<file path="config.mk">
export PLATFORM = sky130hd
export DESIGN_NAME = apu_sdm_dac
export DESIGN_NICKNAME = d
export VERILOG_FILES = /design/src/rtl/apu_sdm_dac_pkg.sv /design/src/rtl/apu_sdm_interp.sv /design/src/rtl/apu_sdm_dac.sv
export SDC_FILE = /design/constraint.sdc
export NUM_CORES = 1
export LEC_CHECK = 0
export CORE_UTILIZATION = 42
export CTS_BUF_LIST = sky130_fd_sc_hd__clkbuf_4 sky130_fd_sc_hd__clkbuf_8
export DETAILED_ROUTE_END_ITERATION = 12
export PLACE_DENSITY_LB_ADDON = 0.15
export SLEW_MARGIN = 20
export SYNTH_ARGS = -nofsm -noshare
export SYNTH_HDL_FRONTEND = slang
export SYNTH_SLANG_ARGS = --single-unit
</file>
<file path="constraint.sdc">
create_clock -name clk -period 15.4 [get_ports clk]
set_input_delay 2.31 -clock clk [delete_from_list [all_inputs] [get_ports clk]]
set_output_delay 2.31 -clock clk [all_outputs]
set_load 0.01 [all_outputs]
</file>
<file path="src/rtl/apu_sdm_dac_pkg.sv">
// Shared APU audio definitions: sample width, full-scale codes and the
// saturating clamp used by the audio integrators.
package apu_sdm_dac_pkg;

    localparam int W_SAMPLE = 16;

    localparam logic signed [15:0] FS_POS = 16'sh7fff;
    localparam logic signed [15:0] FS_NEG = 16'sh8000;

    // Clamp a signed value into the range of a signed field 'width' bits wide.
    function automatic logic signed [31:0] sat(input logic signed [31:0] value,
                                               input int                 width);
        logic signed [31:0] hi;
        logic signed [31:0] lo;
        hi = (32'sd1 <<< (width - 1)) - 32'sd1;
        lo = -(32'sd1 <<< (width - 1));
        if (value > hi) begin
            sat = hi;
        end else if (value < lo) begin
            sat = lo;
        end else begin
            sat = value;
        end
    endfunction

endpackage

</file>
<file path="src/rtl/apu_sdm_interp.sv">
// Linear interpolator: walks cur from its present value to each newly loaded
// sample in 2^LOG2_OSR ticks, landing exactly on the sample at the last tick.
module apu_sdm_interp
    import apu_sdm_dac_pkg::*;
#(
    parameter int W_SAMPLE = apu_sdm_dac_pkg::W_SAMPLE,
    parameter int LOG2_OSR = 4
) (
    input  logic                       clk,
    input  logic                       rst,
    input  logic                       clear,
    input  logic                       tick,
    input  logic                       load,
    input  logic signed [W_SAMPLE-1:0] d,
    output logic signed [W_SAMPLE-1:0] x
);

    localparam int W_CUR  = W_SAMPLE + LOG2_OSR;
    localparam int W_STEP = W_CUR + 1;
    localparam int W_SUM  = W_STEP + 1;

    logic signed [W_CUR-1:0]    cur_reg;
    logic signed [W_CUR-1:0]    cur_next;
    logic signed [W_CUR-1:0]    cur_ticked;
    logic signed [W_STEP-1:0]   step_reg;
    logic signed [W_STEP-1:0]   step_next;
    logic signed [W_STEP-1:0]   diff;
    logic signed [W_SUM-1:0]    sum;
    logic signed [W_SAMPLE-1:0] target_reg;
    logic signed [W_SAMPLE-1:0] target_next;
    logic        [LOG2_OSR-1:0] phase_reg;
    logic        [LOG2_OSR-1:0] phase_next;

    always_comb begin
        sum         = W_SUM'(cur_reg) + W_SUM'(step_reg);
        cur_ticked  = cur_reg;
        step_next   = step_reg;
        phase_next  = phase_reg;
        target_next = target_reg;

        if (tick) begin
            phase_next = phase_reg + LOG2_OSR'(1);
            if (&phase_reg) begin
                cur_ticked = {target_reg, {LOG2_OSR{1'b0}}};
                step_next  = '0;
            end else begin
                // floor() on a falling ramp can overshoot by a few LSBs near -FS
                cur_ticked = W_CUR'(sat(32'(sum), W_CUR));
            end
        end

        // A load computes its slope from the value this cycle's tick produces.
        diff     = W_STEP'($signed({d, {LOG2_OSR{1'b0}}})) - W_STEP'(cur_ticked);
        cur_next = cur_ticked;
        if (load) begin
            target_next = d;
            step_next   = diff >>> LOG2_OSR;
            phase_next  = '0;
        end

        if (clear) begin
            cur_next    = '0;
            step_next   = '0;
            phase_next  = '0;
            target_next = '0;
        end
    end

    always_ff @(posedge clk or posedge rst) begin
        if (rst) begin
            cur_reg    <= '0;
            step_reg   <= '0;
            phase_reg  <= '0;
            target_reg <= '0;
        end else begin
            cur_reg    <= cur_next;
            step_reg   <= step_next;
            phase_reg  <= phase_next;
            target_reg <= target_next;
        end
    end

    assign x = cur_reg[W_CUR-1:LOG2_OSR];

endmodule

</file>
<file path="src/rtl/apu_sdm_dac.sv">
// 1-bit pulse-density DAC: interpolated FIR samples feed a saturating
// second-order delta-sigma modulator clocked by an internal tick divider.
module apu_sdm_dac
    import apu_sdm_dac_pkg::*;
#(
    parameter int W_SAMPLE = apu_sdm_dac_pkg::W_SAMPLE,
    parameter int W_ACC    = 20,
    parameter int LOG2_OSR = 4,
    parameter int DIV      = 1
) (
    input  logic                       clk,
    input  logic                       rst,
    input  logic                       enable,
    input  logic                       en,
    input  logic signed [W_SAMPLE-1:0] d,
    output logic                       tick,
    output logic                       dac_out
);

    localparam int W_DIV = (DIV > 1) ? $clog2(DIV) : 1;
    localparam int W_MOD = W_ACC + 1;

    logic [W_DIV-1:0]           div_cnt_reg;
    logic                       div_wrap;
    logic                       tick_reg;
    logic                       enable_d_reg;
    logic                       dac_reg;
    logic signed [W_ACC-1:0]    i1_reg;
    logic signed [W_ACC-1:0]    i2_reg;
    logic signed [W_ACC-1:0]    i1_next;
    logic signed [W_ACC-1:0]    i2_next;
    logic signed [W_MOD-1:0]    v;
    logic signed [W_MOD-1:0]    sum1;
    logic signed [W_MOD-1:0]    sum2;
    logic signed [W_SAMPLE-1:0] x;

    assign div_wrap = (div_cnt_reg == W_DIV'(DIV - 1));

    // The divider keeps running while disabled so the idle toggle keeps its rate.
    always_ff @(posedge clk or posedge rst) begin
        if (rst) begin
            div_cnt_reg <= '0;
            tick_reg    <= 1'b0;
        end else begin
            div_cnt_reg <= div_wrap ? '0 : div_cnt_reg + W_DIV'(1);
            tick_reg    <= enable & div_wrap;
        end
    end

    apu_sdm_interp #(
        .W_SAMPLE (W_SAMPLE),
        .LOG2_OSR (LOG2_OSR)
    ) u_interp (
        .clk   (clk),
        .rst   (rst),
        .clear (~enable),
        .tick  (tick_reg),
        .load  (en),
        .d     (d),
        .x     (x)
    );

    always_comb begin
        v       = dac_reg ? W_MOD'(FS_POS) : W_MOD'(FS_NEG);
        sum1    = W_MOD'(i1_reg) + W_MOD'(x) - v;
        sum2    = W_MOD'(i2_reg) + W_MOD'(i1_reg) - v;
        i1_next = W_ACC'(sat(32'(sum1), W_ACC));
        i2_next = W_ACC'(sat(32'(sum2), W_ACC));
    end

    always_ff @(posedge clk or posedge rst) begin
        if (rst) begin
            i1_reg       <= '0;
            i2_reg       <= '0;
            dac_reg      <= 1'b0;
            enable_d_reg <= 1'b0;
        end else if (!enable) begin
            i1_reg       <= '0;
            i2_reg       <= '0;
            enable_d_reg <= 1'b0;
            if (div_wrap) begin
                dac_reg <= ~dac_reg;
            end
        end else begin
            enable_d_reg <= 1'b1;
            if (!enable_d_reg) begin
                dac_reg <= 1'b0;
            end else if (tick_reg) begin
                i1_reg  <= i1_next;
                i2_reg  <= i2_next;
                dac_reg <= ~i2_next[W_ACC-1];
            end
        end
    end

    assign tick    = tick_reg;
    assign dac_out = dac_reg;

endmodule

</file>
==> results list, run 1 <==
- Seq/Total Area, Yosys: 27.6%
* RePlAce Congestion: 0.866
- At the end of the flow, the number of nets in the layout was 1163.
- Boundary pin count: 22
- Summing all non-filler instances in the final layout gives an area of 9650 µm².
* All-Layer GR Usage: 21.3%
- Proportion of layout cells with a drive suffix above 1: 5.25%
- Detailed placement finished with a half-perimeter wire length of 16800 µm.
- Maximum number of pins on one net before global-route repair: 55
- Counting every sink on the clock net gives 99.
- In this run, synthesis inferred 0 flip-flops with an integrated enable.
- Routed length on met1: 10700 µm
* Data arrival time at the worst-slack endpoint: 5820 ps
- Drt via density: 5.41
* Die span in x: roughly 150 µm
- Peak Freq: approximately 0.18 GHz
- Number of search-and-repair iterations in the first detailed-routing pass: 4
* Met3 wire length: approximately 520 µm
- The startpoint identified for the worst hold timing path is i2_reg[0].
- The die covers 22000 µm².
* Post-Syn Nets: 1158
* Number of buffers inserted to repair setup after CTS: 0
- Summed over all layers, the routed wires come to 21800 µm.
- Count of vias placed by the detailed router: 7047
- The largest single stage delay on the critical path is a little under 600 ps.
- Num CTS Buffers: 9
- Unrepaired setup endpoints after global routing: false
* Worst Setup Start Kind: register
- Mean instance size in the synthesized netlist: 8.83 µm²
* Post-synthesis cell area: 8990 µm²
* Number of global-route vias before repair: 7190
* Most Frequent Cell on Critical Path: or3_1
* Worst Hold Slack: 487 ps
- After clock tree synthesis, the clock-pin slew on the worst setup and hold paths is 120 ps.
- Hold buffer count at CTS: 0
* Crit path required time: 15710 ps
- Along the worst path, the maximum fanout reaches 16.
- Worst hold path class: register to register
- The tool flagged a number of max-cap violations equal to 0.
- The worst pin sits at a relative slew slack of between 30 and 40%.
- The number of max-slew violations in the final report came to 0.
- Relative to the synthesized area, the layout overhead comes to 7.35%.
- Outcome: finished, final reports clean
* Min Tclk post-route: between 5000 and 6000 ps
- Dominant register cell in the synthesized netlist: dfrtp_1
- Instance area after placement: about 9500 µm²
- For this design, the slowest cell found on the critical path is or3_1.
* Routed wire length per instance: 16.7 µm
- H-tree levels: 3
- Synthesis produced a netlist whose cell count is a little over 1000.
- Post-synthesis register bit count: 99
* Wire length of the first global-routing pass: 36900 µm
* WHS Path Cells: 2
- Routed met2 length: 10300 µm
- The number of gates resized after CTS was 0.
- Tcrit/Tclk final: a little over a third
- For the pin with the worst max-slew slack, the measured transition is 991 ps.
- Number of unique standard cell types used by synthesis: 72
- The clock passes through at most 2 buffers.
- Remaining antenna violation count after routing: 0
* Share of flip-flops with an asynchronous set or reset: 100%
* CTS tree: done
* Initial DRC count: 349
- The total overflow left after global routing is 0.
- Worst Setup Path Type: register to register
* Reg-to-reg setup timing slack: 9890 ps
- Total Negative Setup Slacks: 0 ps
- Endpoint of the worst-slack reg-to-reg timing path: u_interp.step_reg[10]
- Starting density of the core: 42.8%
- The tree is rooted in a clkbuf_8.
- For hold timing, the worst endpoint is i2_reg[0].
- The floorplan has 53 rows.
- Between clock sinks in the finished design, the worst skew comes to 22.2 ps.
- N_diodes: 0
- The clock reaches the later pin of the worst-skew pair after 400 ps.
* DR DRC count: 0
* Final number of hold-violating endpoints: 0
- Core area: 21000 µm²
* Number of cells traversed by the worst register-to-register path: 21
- The worst setup path is captured at a register.
- Die H: 148 µm
- The signal on the critical path passes through ha_1 -> fa_1 -> a211oi_2 -> nor4_1 -> a211oi_2 -> o21ai_2 -> nor3_4 -> or3_1 -> a211oi_1 -> nor3_1 -> a21oi_1 -> ha_1 -> a21oi_1 -> nor2b_1 -> o21ai_0 -> nand2b_1 -> or3_1 -> a41oi_2 -> nor4_2 -> or3_1 -> a32o_1.
- Setup violations remaining at the end of the flow were counted as 0.
- Number of warning messages in the yosys log: 0
* Number of input and output port buffers inserted: 21
* Source of the worst register-to-register timing path: u_interp.step_reg[0]
- In this run the top signal layer used is met4.
- Initial antenna violation count: 0
## stage by stage
step	util, %	worst slack [ps]	std cells
after CTS	45.9	9890	1303
final	45.9	9890	1303
after global routing	45.9	9610	1303
after floorplan	-	10000	1018
after global placement	45.0	10050	1287
after detailed placement	45.0	9920	1287
## worst max path at each step
stage,startpoint,endpoint,slack (ps),cells after the start
6_report,u_interp.step_reg[0],u_interp.step_reg[10],9890,21
3_5_place_dp,u_interp.step_reg[0],u_interp.step_reg[10],9920,21
5_1_grt,u_interp.step_reg[0],u_interp.step_reg[10],9610,21
4_1_cts,u_interp.step_reg[0],u_interp.step_reg[10],9890,21
2_1_floorplan,dac_out,i1_reg[10],10000,15
3_3_place_gp,u_interp.step_reg[0],u_interp.step_reg[10],10050,21
## cell usage after synthesis, types with 10 or more instances
cell      count  area, µm²
o21bai_1     14        105
nand4_1      12       75.1
inv_1       123        462
xor2_1       30        263
nor2_1       95        357
a221o_1      29        290
xnor2_1      35        307
mux2i_1      19        190
nand2_1      61        229
fa_1         41        821
nor3_1       28        140
a21oi_1      82        410
a21o_1       36        270
clkbuf_1     22       82.6
ha_1         79        988
a211oi_1     16        120
dfrtp_1      99       2480
o21ai_0      39        195
o21ai_1      14       70.1
nand2b_1     10       62.6
## routing by layer
layer | GRT usage, % | up-vias
met1 | 28.8 | 3335
li1 | - | 3590
met2 | 35.8 | 95
met3 | 2.70 | 27
met5 | 0 | -
met4 | 5.67 | 0
## kinds of logic after synthesis
kind of cell / share of synthesized area, %
AOI/OAI and AO/OA: 23.6
xor gates and xnor gates: 6.33
adders and majority gates: 20.1
buffers and inverters: 6.86
DFF: 27.6
muxes: 2.12
and+or+nand+nor: 13.4
## cell type report
cell class / count / area, µm²
clock buffers: 10 / 138
multi-input cells: 760 / 5900
repair buffers: 29 / 265
fillers: 2065 / 11400
inverters: 124 / 468
well taps: 275 / 344
flip-flops and latches: 99 / 2480
clock inverters: 6 / 55.1
## placed cells by master, fill, tap and decap left out, drive strengths merged, types with 9 or more instances in the layout
cell type	count
clkdlybuf4s50	20
ha	79
a21o	36
nor3	29
o21ai	54
dfrtp	99
a211oi	20
nor2	96
nand2b	10
inv	126
nand4	12
mux2i	19
nand2	61
fa	41
o21bai	14
a21oi	85
xor2	30
clkbuf	10
a221o	29
xnor2	35
buf	9
## critical path: cells and delay by family (launching register included)
| family | cells | cell delay [ps] |
|---|---|---|
| compound gates | 9 | 1890 |
| fa+ha+maj | 3 | 1030 |
| flops | 1 | 400 |
| simple gates | 9 | 2080 |
Power of run 1 is left out: the tool's default activity adds up to more than one toggle a clock period on the data nets, which glitch-free logic cannot reach.
==> run 2, diff against run 1 <==
==> constraint.sdc (replaced) <==
create_clock -name clk -period 5.2 [get_ports clk]
set_input_delay 0.78 -clock clk [delete_from_list [all_inputs] [get_ports clk]]
set_output_delay 0.78 -clock clk [all_outputs]
set_load 0.01 [all_outputs]
==> run 2 against run 1 <==
  * Register-to-register slack lost 9700 ps
  * Routed wire length down 0.15%
  * Sequential share of layout area shrank 0.44 points
  * Via count rose by 2.7%
  * Critical path depth shrank 2
  * First-iteration DRC count is 25% higher
==> results list, run 2 (synthesis gave the netlist of run 1 again) <==
- At the placement stage, the worst setup path has a slack of 104 ps.
* Number of filler cells placed in the layout: 2044
- WHS Path Cells: 2
- In this run the clock root is driven by a clkbuf_8.
* Maximum clock skew at final layout: 17.5 ps
- The first global-routing pass estimated 36400 µm of wire.
* H-tree levels: 3
* Crit end category: register
- After detailed routing, the number of remaining DRC violations is 0.
- Critical Path Source: u_interp.step_reg[3]
- In this run the vertical extent of the chip is 148 µm.
- Initial DRC count: about 440
- Summed over all nets, the half-perimeter wirelength after detailed placement is 17000 µm.
* Reg-to-reg setup timing slack: 230 ps
* Total Negative Setup Slacks: 0 ps
- Worst Hold Slack: 489 ps
- CTS clock-pin slew for the worst setup and hold paths: ~120 ps
- At the pin with the least slew margin, the transition time is 912 ps.
- The clock net in this run drives a total of 99 sinks.
- Outcome: finished, final reports clean
- After detailed routing, the total wire length is between 20000 and 25000 µm.
- Number of global-route vias before repair: 7151
- For the worst setup path, the data required time is 5500 ps.
- Initial antenna violation count: 0
* N_diodes: 0
- Num CTS Buffers: 9
- Number of input and output port buffers inserted: 21
- After detailed routing, the average wire length per cell comes to about 17 µm.
- The setup path with the least slack is of type register to register.
* Starting density of the core: 42.8%
* Boundary pin count: 22
* Source-to-sink clock delay at the later pin of the worst-skew pair: about 400 ps
- After floorplanning, the core was divided into 53 placement rows.
- Startpoint of the tightest hold check path: i1_reg[6]
* Highest-count cells in the layout ignoring fill and taps: 122 x inv_1, 98 x dfrtp_1, 94 x nor2_1
* All-Layer GR Usage: 20.9%
- The die is 148 µm wide.
- Endpoint of the worst-slack reg-to-reg timing path: u_interp.step_reg[10]
* Worst Setup Start Kind: register
- Drt via density: 5.48
* Number of nets in the finished design: 1180
- Maximum number of pins on one net before global-route repair: 71
* Number of pins exceeding their max-slew limit in the final report: 0
* Endpoint of the worst hold-timing path: i1_reg[6]
- The area growth from synthesis to layout is 9.23%.
- Min Tclk post-route: 4970 ps
- Leaving out fill and tap cells, the most frequent cell in the layout is inv_1.
- Final number of hold-violating endpoints: 0
* Worst hold path class: register to register
- Derived from the worst setup path, the maximum achievable clock frequency is 0.201 GHz.
- In this run the tightest slew margin relative to its limit is ~39%.
- Source of the worst register-to-register timing path: u_interp.step_reg[3]
- Setup violations remaining at the end of the flow were counted as 0.
- Before antenna repair, the detailed router went through 5 iterations.
- The post-route netlist has under 10% of its cells at a drive strength greater than 1.
- CTS tree: done
* Max cap viols: 0
- The die covers between 20000 and 25000 µm².
- The final critical path takes up roughly 96% of the cycle.
- The count of nets left with antenna violations once routing finished came out at 0.
- Data arrival time at the worst-slack endpoint: 5270 ps
- Maximum net fanout on the critical path: 11
* Total congestion overflow after global routing: 0
- In this run the standard cell core region covers 21000 µm².
* RePlAce Congestion: between 0.8 and 0.9
- Number of cells traversed by the worst register-to-register path: 19
- The worst path meets setup with 233 ps of slack.
- The detailed router placed 7235 vias in this run.
- Counting along the longest clock path gives a buffer depth of 2.
-- run 2: critical path: stages, from the launching register on --
cell      delay [ps]
dfrtp_1          410
ha_1             370
a21o_1           200
a21oi_2          180
a21boi_1         130
a21o_1           230
a311o_4          420
or3_4            450
buf_4            200
a211oi_1         250
nor3_1            70
a21oi_1          190
ha_1             330
o21ai_0          100
nand2b_1          80
or3_1            320
a41oi_2          250
nor4_2           100
or3_1            350
a32o_1           240
-- run 2: cell type report --
cell class | count | area (µm²) | share of cell area, %
Inverter | 124 | 468 | 4.76
Sequential cell | 99 | 2480 | 25.2
Timing Repair Buffer | 46 | 398 | 4.05
Multi-Input combinational cell | 760 | 5940 | 60.5
Tap cell | 275 | 344 | 3.50
Clock buffer | 10 | 131 | 1.34
Clock inverter | 6 | 61.3 | 0.624
-- run 2: routing by layer --
| layer | vias up | wire, µm | track usage [%] |
|---|---|---|---|
| met4 | 0 | 317 | 5.41 |
| met2 | 102 | 10300 | 34.7 |
| met1 | 3481 | 10500 | 28.6 |
| li1 | 3633 | - | - |
| met3 | 19 | 693 | 2.79 |
| met5 | - | 0 | 0 |
-- run 2: worst max-delay path by stage --
stage | end | slack [ps] | cells after the start
floorplan | u_interp.step_reg[10] | 360 | 22
global placement | u_interp.step_reg[19] | 230 | 22
detailed placement | u_interp.step_reg[10] | 100 | 20
CTS | u_interp.step_reg[10] | 70 | 20
global route | u_interp.step_reg[19] | -10 | 22
finish | u_interp.step_reg[10] | 230 | 19
-- run 2: timing repair --
item	in CTS	in global routing
setup endpoints to repair	0	6
resized for setup	0	10
buffers inserted	0	3
hold buffers	0	0
-- run 2: stage by stage --
stage	std cells	util, %	area, µm²
after CTS	1317	46.4	9760
final	1320	46.7	9820
after global placement	1301	45.5	9570
after global routing	1320	46.7	9820
after floorplan	1018	-	8990
after detailed placement	1301	45.5	9570
Power of run 2 is left out for the same reason.
==> run 3, diff against run 2 <==
--- a/config.mk
+++ b/config.mk
@@ -8,6 +8,7 @@
 export CORE_UTILIZATION = 42
 export CTS_BUF_LIST = sky130_fd_sc_hd__clkbuf_4 sky130_fd_sc_hd__clkbuf_8
 export DETAILED_ROUTE_END_ITERATION = 12
+export MAX_ROUTING_LAYER = met4
 export PLACE_DENSITY_LB_ADDON = 0.15
 export SLEW_MARGIN = 20
 export SYNTH_ARGS = -nofsm -noshare
==> run 3 against run 2 <==
  * First-iteration DRC count grew 2.1%
  * Setup slack worse by 8.9 ps
  * Flip-flop and latch count unchanged
  * Via count shrank 0.22%
  * Clock skew down 0.60 ps
  * Clock-buffer cell count stayed put
  * Non-clock buffer count did not move
  * Global-route usage is 0.65 points higher
==> results list, run 3 (synthesis gave the netlist of run 1 again) <==
- Num CTS Buffers: 9
- Before antenna repair, the detailed router went through 4 iterations.
- The final number of hold-violating endpoints came to 0.
- The setup path with the least slack is of type register to register.
- Standard-cell rows: 53
* Endpoint of the worst-slack reg-to-reg timing path: u_interp.step_reg[10]
* Number of pins exceeding their max-slew limit in the final report: 0
- Number of nets in the finished design: 1180
* Synthesis-to-finish area growth: 9.23%
- Dividing the detail-routed wire length by the instance count gives approximately 16 µm.
* CTS tree: done
- Starting density of the core: 42.8%
- Outcome: finished, final reports clean
* Worst hold path class: register to register
- For this block, the via count after detailed routing is 7219.
- Total congestion overflow after global routing: 0
* Startpoint of the tightest hold check path: i1_reg[6]
- No sink is reached through more buffers than the 2 on the longest clock path.
* Total Negative Setup Slacks: 0 ps
- Peak Freq: 0.201 GHz
* Critical path's slowest cell: or3_4
- The number of buffers and inverters on the critical path is 1.
- Core area: roughly 21000 µm²
* Die span in x: 148 µm
* Number of global-route vias before repair: about 7000
- Drt via density: 5.47
- STA puts the critical path data required time at 5500 ps.
* Top Usage Layer GRT: met2
- Counting cells, the worst reg-to-reg path comes to 19.
* Number of filler cells placed in the layout: a little over 2000
* Largest delay share family, worst path: compound AO/OA/AOI/OAI gates
* N_diodes: 0
- The final critical path takes up 95.7% of the cycle.
- Highest-count cells in the layout ignoring fill and taps: 122 x inv_1, 98 x dfrtp_1, 94 x nor2_1
- Initial antenna violation count: 0
- Summed over all nets, the half-perimeter wirelength after detailed placement is 17000 µm.
- Including well taps, the total number of placed cells is 1301.
- Maximum net fanout on the critical path: 11
- Measured against its own limit, the worst slew margin works out to approximately two fifths.
- Traced cell by cell, the critical path runs through ha_1 -> a21o_1 -> a21oi_2 -> a21boi_1 -> a21o_1 -> a311o_4 -> or3_4 -> buf_4 -> a211oi_1 -> nor3_1 -> a21oi_1 -> ha_1 -> o21ai_0 -> nand2b_1 -> or3_1 -> a41oi_2 -> nor4_2 -> or3_1 -> a32o_1.
* Source-to-sink clock delay at the later pin of the worst-skew pair: 400 ps
- Footprint of the multi-input gates: 5940 µm²
- Total Wirelength: approximately 22000 µm
* Grt met3 use: roughly 2.7%
- The worst setup path is captured at a register.
- Proportion of layout cells with a drive suffix above 1: 7.56%
* Die H: 148 µm
- Worst-margin pin slew: 909 ps
- Slowest cell delay on critical path: 440 ps
* Final setup violation count: 0
- Post-route cell area: 9820 µm²
* Clock tree root driver cell: clkbuf_8
- The worst hold path terminates at i1_reg[6].
* Reg area: roughly 2500 µm²
* Number of clock sinks seen by CTS: slightly below 100
* Final std cells w/o fill: approximately 1300
* Remaining antenna violation count after routing: 0
* Worst Setup Start Kind: register
- Reg-to-reg setup timing slack: 220 ps
* Max cap viols: 0
- Entering global routing, the biggest net connects roughly 70 pins.
- All-Layer GR Usage: 21.5%
* DR DRC count: 0
* Wire length of the first global-routing pass: ~36000 µm
- Logic depth of the worst setup path including buffers: 19
- Boundary pin count: 22
* Instance area after placement: 9570 µm²
- The floorplan step defined a die boundary enclosing 22000 µm².
* H-tree levels: 3
* Most frequent standard cell in the layout excluding fill and tap cells: inv_1
- For this run, global-route usage on met2 was measured as 34.6%.
- Clock-pin slew was measured on the worst setup and hold paths at roughly 110 ps.
- In this run the critical register-to-register path is launched from u_interp.step_reg[3].
* RePlAce Congestion: 0.910
- Global routing consumed, on the met1 layer, 28.8% of the routing resources.
- Number of input and output port buffers inserted: 21
- The detailed router finished its first iteration with 446 violations.
* Min Tclk post-route: 4980 ps
- For the worst setup path, the data arrival time is 5280 ps.
- For the final database, setup skew stands at 16.9 ps.
- WHS Path Cells: 2
run 3: cell counts in the layout (fill, tap and decap cells not counted):
Identical to the previous run, type by type.
run 3: metal layers:
layer | routed length [µm] | vias up
met4 | 320 | 0
met3 | 511 | 19
met5 | 0 | -
li1 | - | 3634
met1 | 10600 | 3486
met2 | 10300 | 80
run 3: worst max-delay path by stage:
stage	slack, ps	startpoint	to
4_1_cts	70	u_interp.step_reg[3]	u_interp.step_reg[10]
3_3_place_gp	230	u_interp.cur_reg[0]	u_interp.step_reg[19]
5_1_grt	-10	u_interp.step_reg[0]	u_interp.step_reg[19]
2_1_floorplan	360	u_interp.step_reg[0]	u_interp.step_reg[10]
6_report	220	u_interp.step_reg[3]	u_interp.step_reg[10]
3_5_place_dp	100	u_interp.step_reg[3]	u_interp.step_reg[10]
run 3: what timing repair did:
item	4_1_cts	5_1_grt
setup buffers	0	3
hold endpoints to repair	0	0
setup endpoints to repair	0	6
hold buffers	0	0
resized for setup	0	10
run 3: area by class of cell:
type	instances	share of cell area, %
clock buffers	10	1.34
clock inverters	6	0.624
inverters	124	4.76
multi-input cells	760	60.5
flip-flops and latches	99	25.2
well taps	275	3.50
repair buffers	46	4.05
run 3: per-stage QoR:
step           utilization (%)  hold WS [ps]  worst slack [ps]
2_1_floorplan                -           449               357
3_3_place_gp              45.5           463               233
3_5_place_dp              45.5           468               104
4_1_cts                   46.4           492              69.7
5_1_grt                   46.7           517             -9.89
6_report                  46.7           487               224
run 3: worst reg2reg max path, cell delays in order (launching register included):
cell and delay [ps]:
dfrtp_1 410, ha_1 370, a21o_1 200, a21oi_2 180
a21boi_1 130, a21o_1 240, a311o_4 420, or3_4 440
buf_4 200, a211oi_1 250, nor3_1 70, a21oi_1 180
ha_1 320, o21ai_0 100, nand2b_1 80, or3_1 320
a41oi_2 250, nor4_2 100, or3_1 350, a32o_1 240
Power of run 3 is left out for the same reason.
